[config.mk]
export PLATFORM = sky130hd
export DESIGN_NAME = multicycle_ctrl
export DESIGN_NICKNAME = d
export VERILOG_FILES = /design/src/rtl/multicycle_ctrl.sv
export SDC_FILE = /design/constraint.sdc
export NUM_CORES = 1
export LEC_CHECK = 0
export CORE_MARGIN = 2
export CORE_UTILIZATION = 34
export DETAILED_ROUTE_END_ITERATION = 8
export GPL_TIMING_DRIVEN = 0
export MAX_ROUTING_LAYER = met4
export PLACE_DENSITY_LB_ADDON = 0.2
export SYNTH_ARGS = -nofsm -noshare
export SYNTH_HDL_FRONTEND = slang
export SYNTH_SLANG_ARGS = --single-unit
[constraint.sdc]
create_clock -name clk -period 2.03 [get_ports clk]
set_input_delay 0.406 -clock clk [delete_from_list [all_inputs] [get_ports clk]]
set_output_delay 0.406 -clock clk [all_outputs]
set_load 0.005 [all_outputs]
[src/rtl/multicycle_ctrl.sv]
// -----------------------------------------------------------------------------
// multicycle_ctrl
//
// Control FSM for the multi-cycle MIPS-subset CPU. The datapath shares a
// single memory port and a single ALU, so every instruction is walked through
// fetch / decode / execute / memory / writeback, one step per clock. All
// datapath strobes and mux selects are decoded combinationally from the
// current state, the latched instruction and the memory ready handshake.
//
// Ports
//   clk            rising-edge clock
//   rst            asynchronous, active-high reset (forces every output low)
//   instruction    IR contents, valid from DECODE onward
//   mem_ready      memory completes the current access this cycle
//   mem_read       memory read request
//   mem_write      memory write request
//   iord           memory address select: 0 = PC, 1 = ALUOut
//   ir_write       load IR from memory data
//   pc_write       unconditional PC load
//   pc_write_cond  PC load qualified by the zero flag
//   branch_ne      invert the zero qualification (BNE)
//   pc_src         next-PC select: 00 ALU, 01 ALUOut, 10 jump target, 11 rs
//   alu_src_a      ALU A: 0 = PC, 1 = rs
//   alu_src_b      ALU B: 00 rt, 01 const 4, 10 sign-ext imm, 11 imm<<2
//   ALUOp          00 add, 01 sub, 10 R-type funct, 11 I-type opcode
//   reg_dst        write register: 00 rt, 01 rd, 10 $31
//   mem_to_reg     write data: 00 ALUOut, 01 MDR, 10 PC
//   reg_write      register file write enable
//   instr_done     one-cycle pulse on the final cycle of each instruction
//   illegal_op     one-cycle pulse in DECODE for an undecodable opcode
//   state          current state encoding (debug)
// -----------------------------------------------------------------------------
module multicycle_ctrl (
  input  logic        clk,
  input  logic        rst,
  input  logic [31:0] instruction,
  input  logic        mem_ready,
  output logic        mem_read,
  output logic        mem_write,
  output logic        iord,
  output logic        ir_write,
  output logic        pc_write,
  output logic        pc_write_cond,
  output logic        branch_ne,
  output logic [1:0]  pc_src,
  output logic        alu_src_a,
  output logic [1:0]  alu_src_b,
  output logic [1:0]  ALUOp,
  output logic [1:0]  reg_dst,
  output logic [1:0]  mem_to_reg,
  output logic        reg_write,
  output logic        instr_done,
  output logic        illegal_op,
  output logic [3:0]  state
);

  localparam logic [5:0]  OP_R     = 6'b000000;
  localparam logic [5:0]  OP_LW    = 6'b100011;
  localparam logic [5:0]  OP_SW    = 6'b101011;
  localparam logic [5:0]  OP_BEQ   = 6'b000100;
  localparam logic [5:0]  OP_BNE   = 6'b000101;
  localparam logic [5:0]  OP_J     = 6'b000010;
  localparam logic [5:0]  OP_JAL   = 6'b000011;
  localparam logic [5:0]  FUNCT_JR = 6'b001000;
  localparam logic [31:0] INSN_NOP = 32'h0000_0000;

  typedef enum logic [3:0] {
    S_FETCH    = 4'd0,
    S_DECODE   = 4'd1,
    S_MEM_ADDR = 4'd2,
    S_MEM_RD   = 4'd3,
    S_MEM_WB   = 4'd4,
    S_MEM_WR   = 4'd5,
    S_R_EXEC   = 4'd6,
    S_R_WB     = 4'd7,
    S_I_EXEC   = 4'd8,
    S_I_WB     = 4'd9,
    S_BRANCH   = 4'd10,
    S_JUMP     = 4'd11,
    S_JAL      = 4'd12,
    S_JR       = 4'd13
  } state_t;

  state_t     state_r;
  state_t     next_state_s;
  logic [5:0] opcode_s;
  logic [5:0] funct_s;

  assign opcode_s = instruction[31:26];
  assign funct_s  = instruction[5:0];
  assign state    = state_r;

  // State register: the only storage in the controller.
  always_ff @(posedge clk or posedge rst) begin
    if (rst) begin
      state_r <= S_FETCH;
    end else begin
      state_r <= next_state_s;
    end
  end

  // Next-state and output decode; rst gates every strobe so an aborted
  // instruction cannot leave a write or PC update pending.
  always_comb begin
    next_state_s  = state_r;
    mem_read      = 1'b0;
    mem_write     = 1'b0;
    iord          = 1'b0;
    ir_write      = 1'b0;
    pc_write      = 1'b0;
    pc_write_cond = 1'b0;
    branch_ne     = 1'b0;
    pc_src        = 2'b00;
    alu_src_a     = 1'b0;
    alu_src_b     = 2'b00;
    ALUOp         = 2'b00;
    reg_dst       = 2'b00;
    mem_to_reg    = 2'b00;
    reg_write     = 1'b0;
    instr_done    = 1'b0;
    illegal_op    = 1'b0;

    if (rst) begin
      next_state_s = S_FETCH;
    end else begin
      case (state_r)
        S_FETCH: begin
          // PC + 4 is computed in the ALU while the instruction is read.
          mem_read  = 1'b1;
          alu_src_b = 2'b01;
          if (mem_ready) begin
            ir_write     = 1'b1;
            pc_write     = 1'b1;
            next_state_s = S_DECODE;
          end else begin
            next_state_s = S_FETCH;
          end
        end

        S_DECODE: begin
          // Speculatively form the branch target into ALUOut.
          alu_src_b = 2'b11;
          if (instruction == INSN_NOP) begin
            instr_done   = 1'b1;
            next_state_s = S_FETCH;
          end else if ((opcode_s == OP_LW) || (opcode_s == OP_SW)) begin
            next_state_s = S_MEM_ADDR;
          end else if ((opcode_s == OP_R) && (funct_s == FUNCT_JR)) begin
            next_state_s = S_JR;
          end else if (opcode_s == OP_R) begin
            next_state_s = S_R_EXEC;
          end else if (opcode_s[5:3] == 3'b001) begin
            next_state_s = S_I_EXEC;
          end else if ((opcode_s == OP_BEQ) || (opcode_s == OP_BNE)) begin
            next_state_s = S_BRANCH;
          end else if (opcode_s == OP_J) begin
            next_state_s = S_JUMP;
          end else if (opcode_s == OP_JAL) begin
            next_state_s = S_JAL;
          end else begin
            illegal_op   = 1'b1;
            instr_done   = 1'b1;
            next_state_s = S_FETCH;
          end
        end

        S_MEM_ADDR: begin
          alu_src_a = 1'b1;
          alu_src_b = 2'b10;
          if (opcode_s == OP_SW) begin
            next_state_s = S_MEM_WR;
          end else begin
            next_state_s = S_MEM_RD;
          end
        end

        S_MEM_RD: begin
          mem_read = 1'b1;
          iord     = 1'b1;
          if (mem_ready) begin
            next_state_s = S_MEM_WB;
          end else begin
            next_state_s = S_MEM_RD;
          end
        end

        S_MEM_WB: begin
          reg_write    = 1'b1;
          mem_to_reg   = 2'b01;
          instr_done   = 1'b1;
          next_state_s = S_FETCH;
        end

        S_MEM_WR: begin
          mem_write = 1'b1;
          iord      = 1'b1;
          if (mem_ready) begin
            instr_done   = 1'b1;
            next_state_s = S_FETCH;
          end else begin
            next_state_s = S_MEM_WR;
          end
        end

        S_R_EXEC: begin
          alu_src_a    = 1'b1;
          ALUOp        = 2'b10;
          next_state_s = S_R_WB;
        end

        S_R_WB: begin
          reg_write    = 1'b1;
          reg_dst      = 2'b01;
          instr_done   = 1'b1;
          next_state_s = S_FETCH;
        end

        S_I_EXEC: begin
          alu_src_a    = 1'b1;
          alu_src_b    = 2'b10;
          ALUOp        = 2'b11;
          next_state_s = S_I_WB;
        end

        S_I_WB: begin
          reg_write    = 1'b1;
          instr_done   = 1'b1;
          next_state_s = S_FETCH;
        end

        S_BRANCH: begin
          // rs - rt sets the zero flag; the target was saved in DECODE.
          alu_src_a     = 1'b1;
          ALUOp         = 2'b01;
          pc_write_cond = 1'b1;
          pc_src        = 2'b01;
          branch_ne     = (opcode_s == OP_BNE) ? 1'b1 : 1'b0;
          instr_done    = 1'b1;
          next_state_s  = S_FETCH;
        end

        S_JUMP: begin
          pc_write     = 1'b1;
          pc_src       = 2'b10;
          instr_done   = 1'b1;
          next_state_s = S_FETCH;
        end

        S_JAL: begin
          // PC already holds the return address (PC + 4) from FETCH.
          pc_write     = 1'b1;
          pc_src       = 2'b10;
          reg_write    = 1'b1;
          reg_dst      = 2'b10;
          mem_to_reg   = 2'b10;
          instr_done   = 1'b1;
          next_state_s = S_FETCH;
        end

        S_JR: begin
          pc_write     = 1'b1;
          pc_src       = 2'b11;
          instr_done   = 1'b1;
          next_state_s = S_FETCH;
        end

        default: begin
          // Unused encodings recover to FETCH with all strobes low.
          next_state_s = S_FETCH;
        end
      endcase
    end
  end

endmodule

==> results.yml, run 1 <==
timing:
  hold_ws_ps: 549
  fin_crit_sh_pct: 103
  layout_min_cycle_time_ps: 2100
  finalSetupViolations: 3
  finalClockSkew_ps: 5.76
  layout_setup_ws_ps: -70.2
  max_slew_margin_pct: 73.9
  max_freq_ghz: 0.476
  max_slew.worst_pin.slew_ps: 392
  finalHoldViolations: 0
  grt_setup_unrepaired: "yes"
  report.final.slew_viol_count: 0
cts:
  cts_max_level: 1
  worst_skew_pair.late_latency_ps: 250
  clkSinkCount: 4
  cts_tree: "done"
  ctsLongestPathBuffers: 2
  cts_hold_buffers: 0
  cts.clk_slew.worst_paths_ps: 40
  cts_root_buf: "sky130_fd_sc_hd__clkbuf_4"
  total_cts_buffers: 3
synth:
  mappedNetlistNets: 162
  synth_largest_area_cell: "sky130_fd_sc_hd__dfrtp_1"
  synth.distinct_cells: 36
  yosysWarningCount: 0
  synth-edff-count: 0
  asyncSetResetFlopFracSynth_pct: 100
  postSynth.topFlopCell: "sky130_fd_sc_hd__dfrtp_1"
  synth.cell_area_um2: 810
  synth_seq_cells: 4
  netlist.area_leader.share_pct: 12.4
  ys_top_cells_by_count: "sky130_fd_sc_hd__nor2_1, sky130_fd_sc_hd__nor3_1, sky130_fd_sc_hd__nand2_1, sky130_fd_sc_hd__nor2b_1, sky130_fd_sc_hd__o21ai_0"
  yosys.cell_count.top_type: "sky130_fd_sc_hd__nor2_1"
  syn-mean-instance-area_um2: 6.37
  synth_area_leaders: "sky130_fd_sc_hd__dfrtp_1, sky130_fd_sc_hd__nor2_1, sky130_fd_sc_hd__nor3_1"
  synthesis.instances: 127
  synth_seq_area_share_pct: 12.4
worst_setup_path:
  critical_path.startpoint: "instruction[6]"
  cp-end-kind: "output port"
  cp_data_required_time_ps: 1620
  setup.worst_path.start_class: "primary input"
  critPathArrivalTime_ps: 1690
  worst_r2r_startpoint: "state[1]$_DFF_PP0_"
  timing_worst_setup_path_type: "primary input to output port"
  timing.critical_path.fanout_max: 2
power:
  power_per_cell_area_mw_per_mm2: 248
  peakVddDrop_mv: 0.262
  power.static_leakage_nw: 1.00
drt:
  drt_drc_violations_left: 0
  drtPass1Iterations: 5
  drt-wirelength-per-cell_um: 18.1
  drt_iter0_markers: 27
  via_count: 1446
  viasPerCell: 5.95
  wl_mm: 4.40
  drtAntennaViolNets: 0
hold_path:
  min-delay-path-class: "primary input to asynchronous set/reset pin"
die:
  core-area_mm2: 0.00223
  dieWidth_um: 52.8
  initial_utilization_pct: 36.2
  die_area_mm2: 0.00279
  ioPinCount: 60
  die_height_um: 52.8
  std_cell_rows: 17
flow_run:
  max-cap-violations: 0
placed_design:
  gpl.final_weighted_congestion: 0.907
  placedInstanceArea_mm2: 0.00143
  place.detailed.hpwl_mm: 2.29
  count_of_buffers_from_port_buffering: 58
run_status:
  status: "complete, but fails checks"
  violations: "setup timing"
layout:
  multi_input_comb_area_um2: 842
  antennaDiodeCount: 0
  final_layout_size_suffix_gt1_share_pct: 40.9
  final.fill_count: 145
  areaGrowthSynthToFinish_pct: 132
  final-seq-area_um2: 104
  finish.net_count: 252
  fin_util_pct: 84.1
  layout.cell_area.non_filler_mm2: 0.00188
  largest_register_ff_count: 4
grt:
  grt_first_pass_wirelength_mm: 5.40
  grt.total_usage_pct: 26.3
  largest_net_degree_at_the_start_of_global_routing: 11
  antenna_violations_before_repair: 0
  grt_remaining_overflow: 0
  first_global_vias: 1265
## kinds of logic (layout without fill, tap and decap cells)
| kind of cell | after synthesis | in the layout | synth area share [%] |
|---|---|---|---|
| AO/OA/AOI/OAI | 31 | 31 | 25.3 |
| XOR/XNOR | 2 | 2 | 2.16 |
| buffers and inverters | 11 | 99 | 6.65 |
| flip-flops | 4 | 4 | 12.4 |
| AND/OR/NAND/NOR | 79 | 79 | 53.5 |
## final cells by class
class / instances / share of cell area [%]
plain buffers: 7 / 4.26
clock buffers: 3 / 1.20
inverters: 2 / 0.400
multi-input cells: 112 / 44.8
flip-flops and latches: 4 / 5.53
well taps: 28 / 1.87
repair buffers: 87 / 41.9
## through the flow
| stage | total power [mW] | std cells | setup slack [ps] | setup TNS (ps) |
|---|---|---|---|---|
| 4_1_cts | 0.408 | 231 | -218 | -292 |
| 6_report | 0.466 | 243 | -70.2 | -77.8 |
| 2_1_floorplan | 0.167 | 127 | 298 | 0 |
| 3_3_place_gp | 0.280 | 213 | -863 | -6870 |
| 3_5_place_dp | 0.283 | 213 | -947 | -7890 |
| 5_1_grt | 0.484 | 243 | -197 | -281 |
## routing by layer
layer / track usage (%) / vias up / share of wire, %
met5: - / - / 0
met4: 8.97 / 0 / 3.7
met2: 50.2 / 94 / 53
met3: 2.86 / 20 / 6.6
met1: 27.7 / 681 / 37
li1: - / 651 / -
## cells in the final DEF, fill, tap and decap left out, types with 2 or more instances in the layout
master                             n
sky130_fd_sc_hd__a211o_1           2
sky130_fd_sc_hd__a21oi_1           4
sky130_fd_sc_hd__a221oi_1          2
sky130_fd_sc_hd__a31oi_1           3
sky130_fd_sc_hd__and2_1            2
sky130_fd_sc_hd__and3_1            4
sky130_fd_sc_hd__buf_2             3
sky130_fd_sc_hd__buf_4            28
sky130_fd_sc_hd__buf_6             9
sky130_fd_sc_hd__clkbuf_2          8
sky130_fd_sc_hd__clkbuf_4          3
sky130_fd_sc_hd__clkbuf_8          2
sky130_fd_sc_hd__clkdlybuf4s15_1   4
sky130_fd_sc_hd__clkdlybuf4s50_1   6
sky130_fd_sc_hd__dfrtp_2           3
sky130_fd_sc_hd__dlygate4sd2_1    12
sky130_fd_sc_hd__dlymetal6s2s_1   19
sky130_fd_sc_hd__inv_1             2
sky130_fd_sc_hd__nand2_1           7
sky130_fd_sc_hd__nand2b_4          3
sky130_fd_sc_hd__nand3b_1          2
sky130_fd_sc_hd__nand4_1           3
sky130_fd_sc_hd__nor2_1           15
sky130_fd_sc_hd__nor2_2            3
sky130_fd_sc_hd__nor2_4            2
sky130_fd_sc_hd__nor2b_1           4
sky130_fd_sc_hd__nor2b_4           3
sky130_fd_sc_hd__nor3_1            6
sky130_fd_sc_hd__nor3_2            6
sky130_fd_sc_hd__nor3b_1           3
sky130_fd_sc_hd__nor4_2            2
sky130_fd_sc_hd__nor4_4            3
sky130_fd_sc_hd__o21a_1            3
sky130_fd_sc_hd__o21ai_0           6
sky130_fd_sc_hd__o21ai_1           2
sky130_fd_sc_hd__o22ai_1           2
## worst paths after layout
kind / end / slack [ps] / depth (start not counted)
max: instr_done / -70 / 8
min: state[0]$_DFF_PP0_ / 550 / 4
max reg2reg: state[1]$_DFF_PP0_ / 210 / 7
min reg2reg: state[2]$_DFF_PP0_ / 700 / 2
max in group asynchronous: state[3]$_DFF_PP0_ / 1320 / 4
min in group clk: state[0]$_DFF_PP0_ / 640 / 5
## repair_timing
action | in CTS | in global routing
pin swaps | 12 | 20
endpoints found under the setup margin | 21 | 12
resized for setup | 82 | 82
buffers inserted | 16 | 13
## critical path, stage by stage
cell and delay, ps:
sky130_fd_sc_hd__clkdlybuf4s50_1 400, sky130_fd_sc_hd__nor2_1 130, sky130_fd_sc_hd__nand2_1 90, sky130_fd_sc_hd__nor3_2 190, sky130_fd_sc_hd__buf_4 160, sky130_fd_sc_hd__o31ai_4 60
sky130_fd_sc_hd__a21oi_2 140, sky130_fd_sc_hd__buf_2 120
## power breakdown
part,switching (mW),internal [mW]
registers,0.00393,0.0834
logic,0.127,0.144
clock network,0.0411,0.0667
Power figures use the tool's default switching activity.
==> run 2: changes to the inputs <==
--- a/config.mk
+++ b/config.mk
@@ -7,10 +7,12 @@
 export LEC_CHECK = 0
 export CORE_MARGIN = 2
 export CORE_UTILIZATION = 34
+export CTS_CLUSTER_SIZE = 30
 export DETAILED_ROUTE_END_ITERATION = 8
 export GPL_TIMING_DRIVEN = 0
 export MAX_ROUTING_LAYER = met4
 export PLACE_DENSITY_LB_ADDON = 0.2
+export SETUP_SLACK_MARGIN = 0.1
 export SYNTH_ARGS = -nofsm -noshare
 export SYNTH_HDL_FRONTEND = slang
 export SYNTH_SLANG_ARGS = --single-unit
==> run 2 against run 1 <==
Against the previous run: the run still ends with setup timing left; setup slack lost 5.6 ps; critical path depth is the same; non-clock buffer count grew 2; sequential share of layout area shrank 0.063 points; global-route usage grew 3.5 points; hold slack lost 130 ps; clock skew grew 5.8 ps; wire length shrank 1.0%; via count shrank 1.3%; fmax shrank 0.27%; register-to-register slack gained 70 ps; power shrank 1.8%.
==> results.yml, run 2 (same netlist as run 1, synthesis figures left out) <==
flow_run:
  max-cap-violations: 0
placed_design:
  count_of_buffers_from_port_buffering: 58
  gpl.final_weighted_congestion: 0.907
  place.detailed.hpwl_mm: 2.29
cts:
  cts.clk_slew.worst_paths_ps: 40
  worst_skew_pair.late_latency_ps: 260
  cts_max_level: 1
  total_cts_buffers: 3
  clkSinkCount: 4
  cts_root_buf: "sky130_fd_sc_hd__clkbuf_4"
  cts_tree: "done"
  cts_hold_buffers: 0
  ctsLongestPathBuffers: 2
worst_setup_path:
  worst_r2r_startpoint: "state[1]$_DFF_PP0_"
  worst_r2r_path_depth: 7
  cp_data_required_time_ps: 1620
  regToRegSetupSlack_ps: 280
  cp-end-kind: "output port"
  setup.worst_path.start_class: "primary input"
  critPathArrivalTime_ps: 1700
  timing.critical_path.fanout_max: 2
  rr_endpoint: "state[3]$_DFF_PP0_"
  timing_worst_setup_path_type: "primary input to output port"
grt:
  grt_first_pass_wirelength_mm: 6.04
  antenna_violations_before_repair: 0
  grt.total_usage_pct: 29.8
  largest_net_degree_at_the_start_of_global_routing: 11
  first_global_vias: 1356
  grt_remaining_overflow: 0
power:
  power.share.combinational_pct: 57.0
  sequentialPowerShare_pct: 19.1
  power_per_cell_area_mw_per_mm2: 244
  power.static_leakage_nw: 0.836
  switchingPower_mw: 0.171
  swShare_pct: 37.4
  peakVddDrop_mv: 0.299
  finalPower_mw: 0.458
  power.internal_mw: 0.287
  share_clk_of_total_power_pct: 23.9
timing:
  max_freq_ghz: 0.475
  finalHoldViolations: 0
  report.final.slew_viol_count: 0
  hold_ws_ps: 422
  max_slew.worst_pin.slew_ps: 379
  finalSetupViolations: 2
  layout_min_cycle_time_ps: 2110
  setup_total_negative_slack_ps: -120
  max_slew_margin_pct: 74.7
  grt_setup_unrepaired: "yes"
  fin_crit_sh_pct: 104
  finalClockSkew_ps: 11.5
  layout_setup_ws_ps: -75.8
hold_path:
  min-delay-path-class: "primary input to asynchronous set/reset pin"
drt:
  drt_iter0_markers: 52
  drt-wirelength-per-cell_um: 17.8
  viasPerCell: 5.82
  wl_met1_mm: 1.53
  drtAntennaViolNets: 0
  wl_mm: 4.36
  dr_wl_met3_um: 287
  route.top_layer_used: "met4"
  drtPass1Iterations: 4
  via_count: 1427
  met2RoutedLength_mm: 2.33
  drt_drc_violations_left: 0
layout:
  final-seq-area_um2: 103
  mostFrequentLayoutCell: "sky130_fd_sc_hd__buf_4"
  final_cell_mix: "sky130_fd_sc_hd__buf_4, sky130_fd_sc_hd__dlygate4sd2_1, sky130_fd_sc_hd__nor2_1, sky130_fd_sc_hd__clkbuf_2, sky130_fd_sc_hd__clkdlybuf4s15_1"
  areaGrowthSynthToFinish_pct: 132
  largest_register_ff_count: 4
  final.fill_count: 129
  final_layout_size_suffix_gt1_share_pct: 48.8
  multi_input_comb_area_um2: 898
  fin_util_pct: 84.0
  finish.net_count: 254
  antennaDiodeCount: 0
die:
  ioPinCount: 60
  core-area_mm2: 0.00223
  die_area_mm2: 0.00279
  initial_utilization_pct: 36.2
  std_cell_rows: 17
  die_height_um: 52.8
  dieWidth_um: 52.8
run_status:
  violations: "setup timing"
  status: "complete, but fails checks"
run 2: cell types whose count changed in the layout (fill, tap and decap cells not counted), sizes merged:
cell           before  now
buf                41   47
dlymetal6s2s       19    0
dlygate4sd2        12   15
clkdlybuf4s15       5   11
clkbuf             14   20
run 2: critical path, stage by stage:
cell                            delay (ps)
sky130_fd_sc_hd__dlygate4sd2_1         250
sky130_fd_sc_hd__nor4_2                230
sky130_fd_sc_hd__nand4_1               140
sky130_fd_sc_hd__nor3_2                220
sky130_fd_sc_hd__buf_4                 160
sky130_fd_sc_hd__o31ai_4                50
sky130_fd_sc_hd__a21oi_2               130
sky130_fd_sc_hd__buf_2                 120
run 2: cell type report:
cell class,instances,area share [%]
clock buffers,3,1.20
inverters,2,0.400
plain buffers,9,6.07
multi-input cells,112,47.9
well taps,28,1.87
flip-flops and latches,4,5.47
repair buffers,87,37.1
run 2: layer usage:
metal | vias to the layer above | GRT usage [%]
met2 | 79 | 56.7
met5 | - | -
li1 | 656 | -
met3 | 24 | 2.00
met4 | 0 | 10.7
met1 | 668 | 32.1
run 2: worst max path at each step:
stage                             from         end  slack [ps]  cells after the start
floorplan           state[2]$_DFF_PP0_    pc_write         300                      5
global placement       instruction[28]  instr_done        -860                      7
detailed placement     instruction[28]  instr_done        -950                      7
CTS                    instruction[15]  instr_done         -20                      8
global route           instruction[15]  instr_done        -170                      8
finish                 instruction[15]  instr_done         -80                      8
run 2: per-stage QoR:
| stage | std cells | area (um^2) | setup WS [ps] |
|---|---|---|---|
| after CTS | 237 | 1780 | -21.5 |
| after detailed placement | 213 | 1430 | -947 |
| after global placement | 213 | 1430 | -863 |
| after global routing | 245 | 1880 | -171 |
| final | 245 | 1880 | -75.8 |
| after floorplan | 127 | 810 | 298 |
run 2: repair_timing:
item / CTS / global route
pin swaps: 23 / 16
buffers inserted: 21 / 8
gates resized for setup: 154 / 58
setup endpoints to repair: 25 / 14
run 2: power groups by stage:
| stage | sequential [mW] | clock [mW] | combinational [mW] |
|---|---|---|---|
| finish | 0.0876 | 0.109 | 0.261 |
| global route | 0.0874 | 0.116 | 0.275 |
| CTS | 0.0862 | 0.0997 | 0.226 |
| detailed placement | 0.0896 | 0 | 0.194 |
| global placement | 0.0897 | 0 | 0.190 |
| floorplan | 0.0888 | 0 | 0.0786 |
==> variant (config.mk and constraints of run 2) <==
Reset style: synchronous (`rst`), changed in one clocked block. Comments in the files are not updated.
--- a/src/rtl/multicycle_ctrl.sv
+++ b/src/rtl/multicycle_ctrl.sv
@@ -93,3 +93,3 @@
   // State register: the only storage in the controller.
-  always_ff @(posedge clk or posedge rst) begin
+  always_ff @(posedge clk) begin
     if (rst) begin
Behaviour: differs if rst is asserted again (counterexample within 4 cycles, from zero or initial values and one cycle with rst high); with rst held inactive, the same outputs for 10 cycles.
==> variant against run 2 <==
The run still ends with negative setup slack left. Sequential power shrank 2.4%. Clock skew shrank 0.011 ns. Sequential cell count is the same. Routed wire length shrank 11%. Die area shrank 1.7%. Global-route usage shrank 2.7 points. Largest cell class is now non-clock buffers. Synthesized area shrank 1.9%. Total power shrank 7.5%. Largest power group unchanged. Fmax shrank 18%. Critical path type unchanged. Sequential share of layout area shrank 0.50 points. Design area shrank 3.3%. Final cell count shrank 3.7%. Register-to-register slack gained 0.24 ns. Worst setup slack lost 0.45 ns.
==> variant: results (changes against run 2) <==
| Metric | Value |
|---|---|
| R2R depth | 5 (was 7) |
| Met2 routed WL | 2.066 mm (was 2.329 mm) |
| Maximum VDD drop | 0.0003015 V (was 0.0002989 V) |
| Hpwl dp | 2.316 mm (was 2.285 mm) |
| Reg-to-reg setup timing slack | 0.52 ns (was 0.28 ns) |
| Most frequent cells after synthesis | nor2_1, a21oi_1, clkbuf_1, nor3_1 (was nor2_1, nor3_1, nand2_1, nor2b_1, o21ai_0) |
| PnR worst setup slack | -0.5256 ns (was -0.07580 ns) |
| Count of different cell masters after synthesis | 42 (was 36) |
| Final net count | 245 (was 254) |
| Inverters, non-clock | 1 (was 2) |
| Fillcell total | 145 (was 129) |
| Power per standard cell area | 233.4 nW/µm² (was 244.0 nW/µm²) |
| Sequential area share after synthesis | 0.1008 (was 0.1236) |
| Fin cells | 236 (was 245) |
| DR WL met3 | 261 µm (was 287 µm) |
| Non-clock buffers, area share | 0.4611 (was 0.4320) |
| Gate Count Post-Synth | 122 (was 127) |
| Placed Instances | 208 (was 213) |
| Initial DRC Count | 63 (was 52) |
| Status | finished, violations left (unchanged) |
| ClkCell Share | 0.01241 (was 0.01200) |
| Leakage | 0.8350 nW (was 0.8356 nW) |
| Relative slew margins | 0.7490 (was 0.7473) |
| Asr flop ratio synth | 0 (was 1.000) |
| Worst r2r dst | state[0] (was state[3]) |
| Post-CTS setup buffers | 16 (was 21) |
| Vias in the first global route | 1297 (was 1356) |
| Worst-Skew Late Latency | 0.23 ns (was 0.26 ns) |
| Seq Cell Count | 4 (unchanged) |
| Bufs w/o clock | 92 (was 96) |
| Hold WC Path Type | in -> reg (was in -> async) |
| Critical path startpoint | instruction[5] (was instruction[15]) |
| Multi-input gate share of total cell area | 0.4555 (was 0.4787) |
| Clk_skew | 0.0003260 ns (was 0.01152 ns) |
| Synth Area in Compound Gates | 0.2504 (was 0.2535) |
| Failing checks | negative setup slack (unchanged) |
| Clock share of power | 0.232 (was 0.239) |
| Post-Synth XOR/XNOR Area | 0.02205 (was 0.02164) |
| M1 WL | 1.436 mm (was 1.529 mm) |
| Syn nets | 157 (was 162) |
| Placer Congestion | 0.8417 (was 0.9067) |
| Via Count | 1356 (was 1427) |
| Net Sw Frac | 0.3376 (was 0.3742) |
| Main flop type after synthesis | dfxtp_1 (was dfrtp_1) |
| R2R Path Start | state[0] (was state[1]) |
| WL final | 3.881 mm (was 4.356 mm) |
| Global Route Usage Sum | 0.2714 (was 0.2983) |
| Final setup violation count | 2 (unchanged) |
-- variant: per-layer routing --
metal / vias to the layer above / track usage
met1: 619 / 0.3053
met5: - / -
met4: 0 / 0.06838
met2: 84 / 0.5104
li1: 637 / -
met3: 16 / 0.02286
-- variant: critical path: stages --
cell	delay, ns
buf_6	0.09
or4_4	0.53
nand4bb_4	0.21
or4b_4	0.51
a311oi_2	0.25
buf_2	0.15
-- variant: metrics by stage --
stage               instance area [µm²]  utilization  hold WS (ns)  setup WS [ns]  TNS, ns
floorplan                         800.8            -        0.5601        -0.2813  -0.2813
global placement                   1416       0.6403        0.8407         -1.326   -9.255
detailed placement                 1416       0.6403        0.8563         -1.352   -9.867
CTS                                1667       0.7534        0.6915        -0.5952  -0.9578
global route                       1815       0.8207        0.6390        -0.5363  -0.9984
finish                             1815       0.8207        0.5972        -0.5256  -0.8790
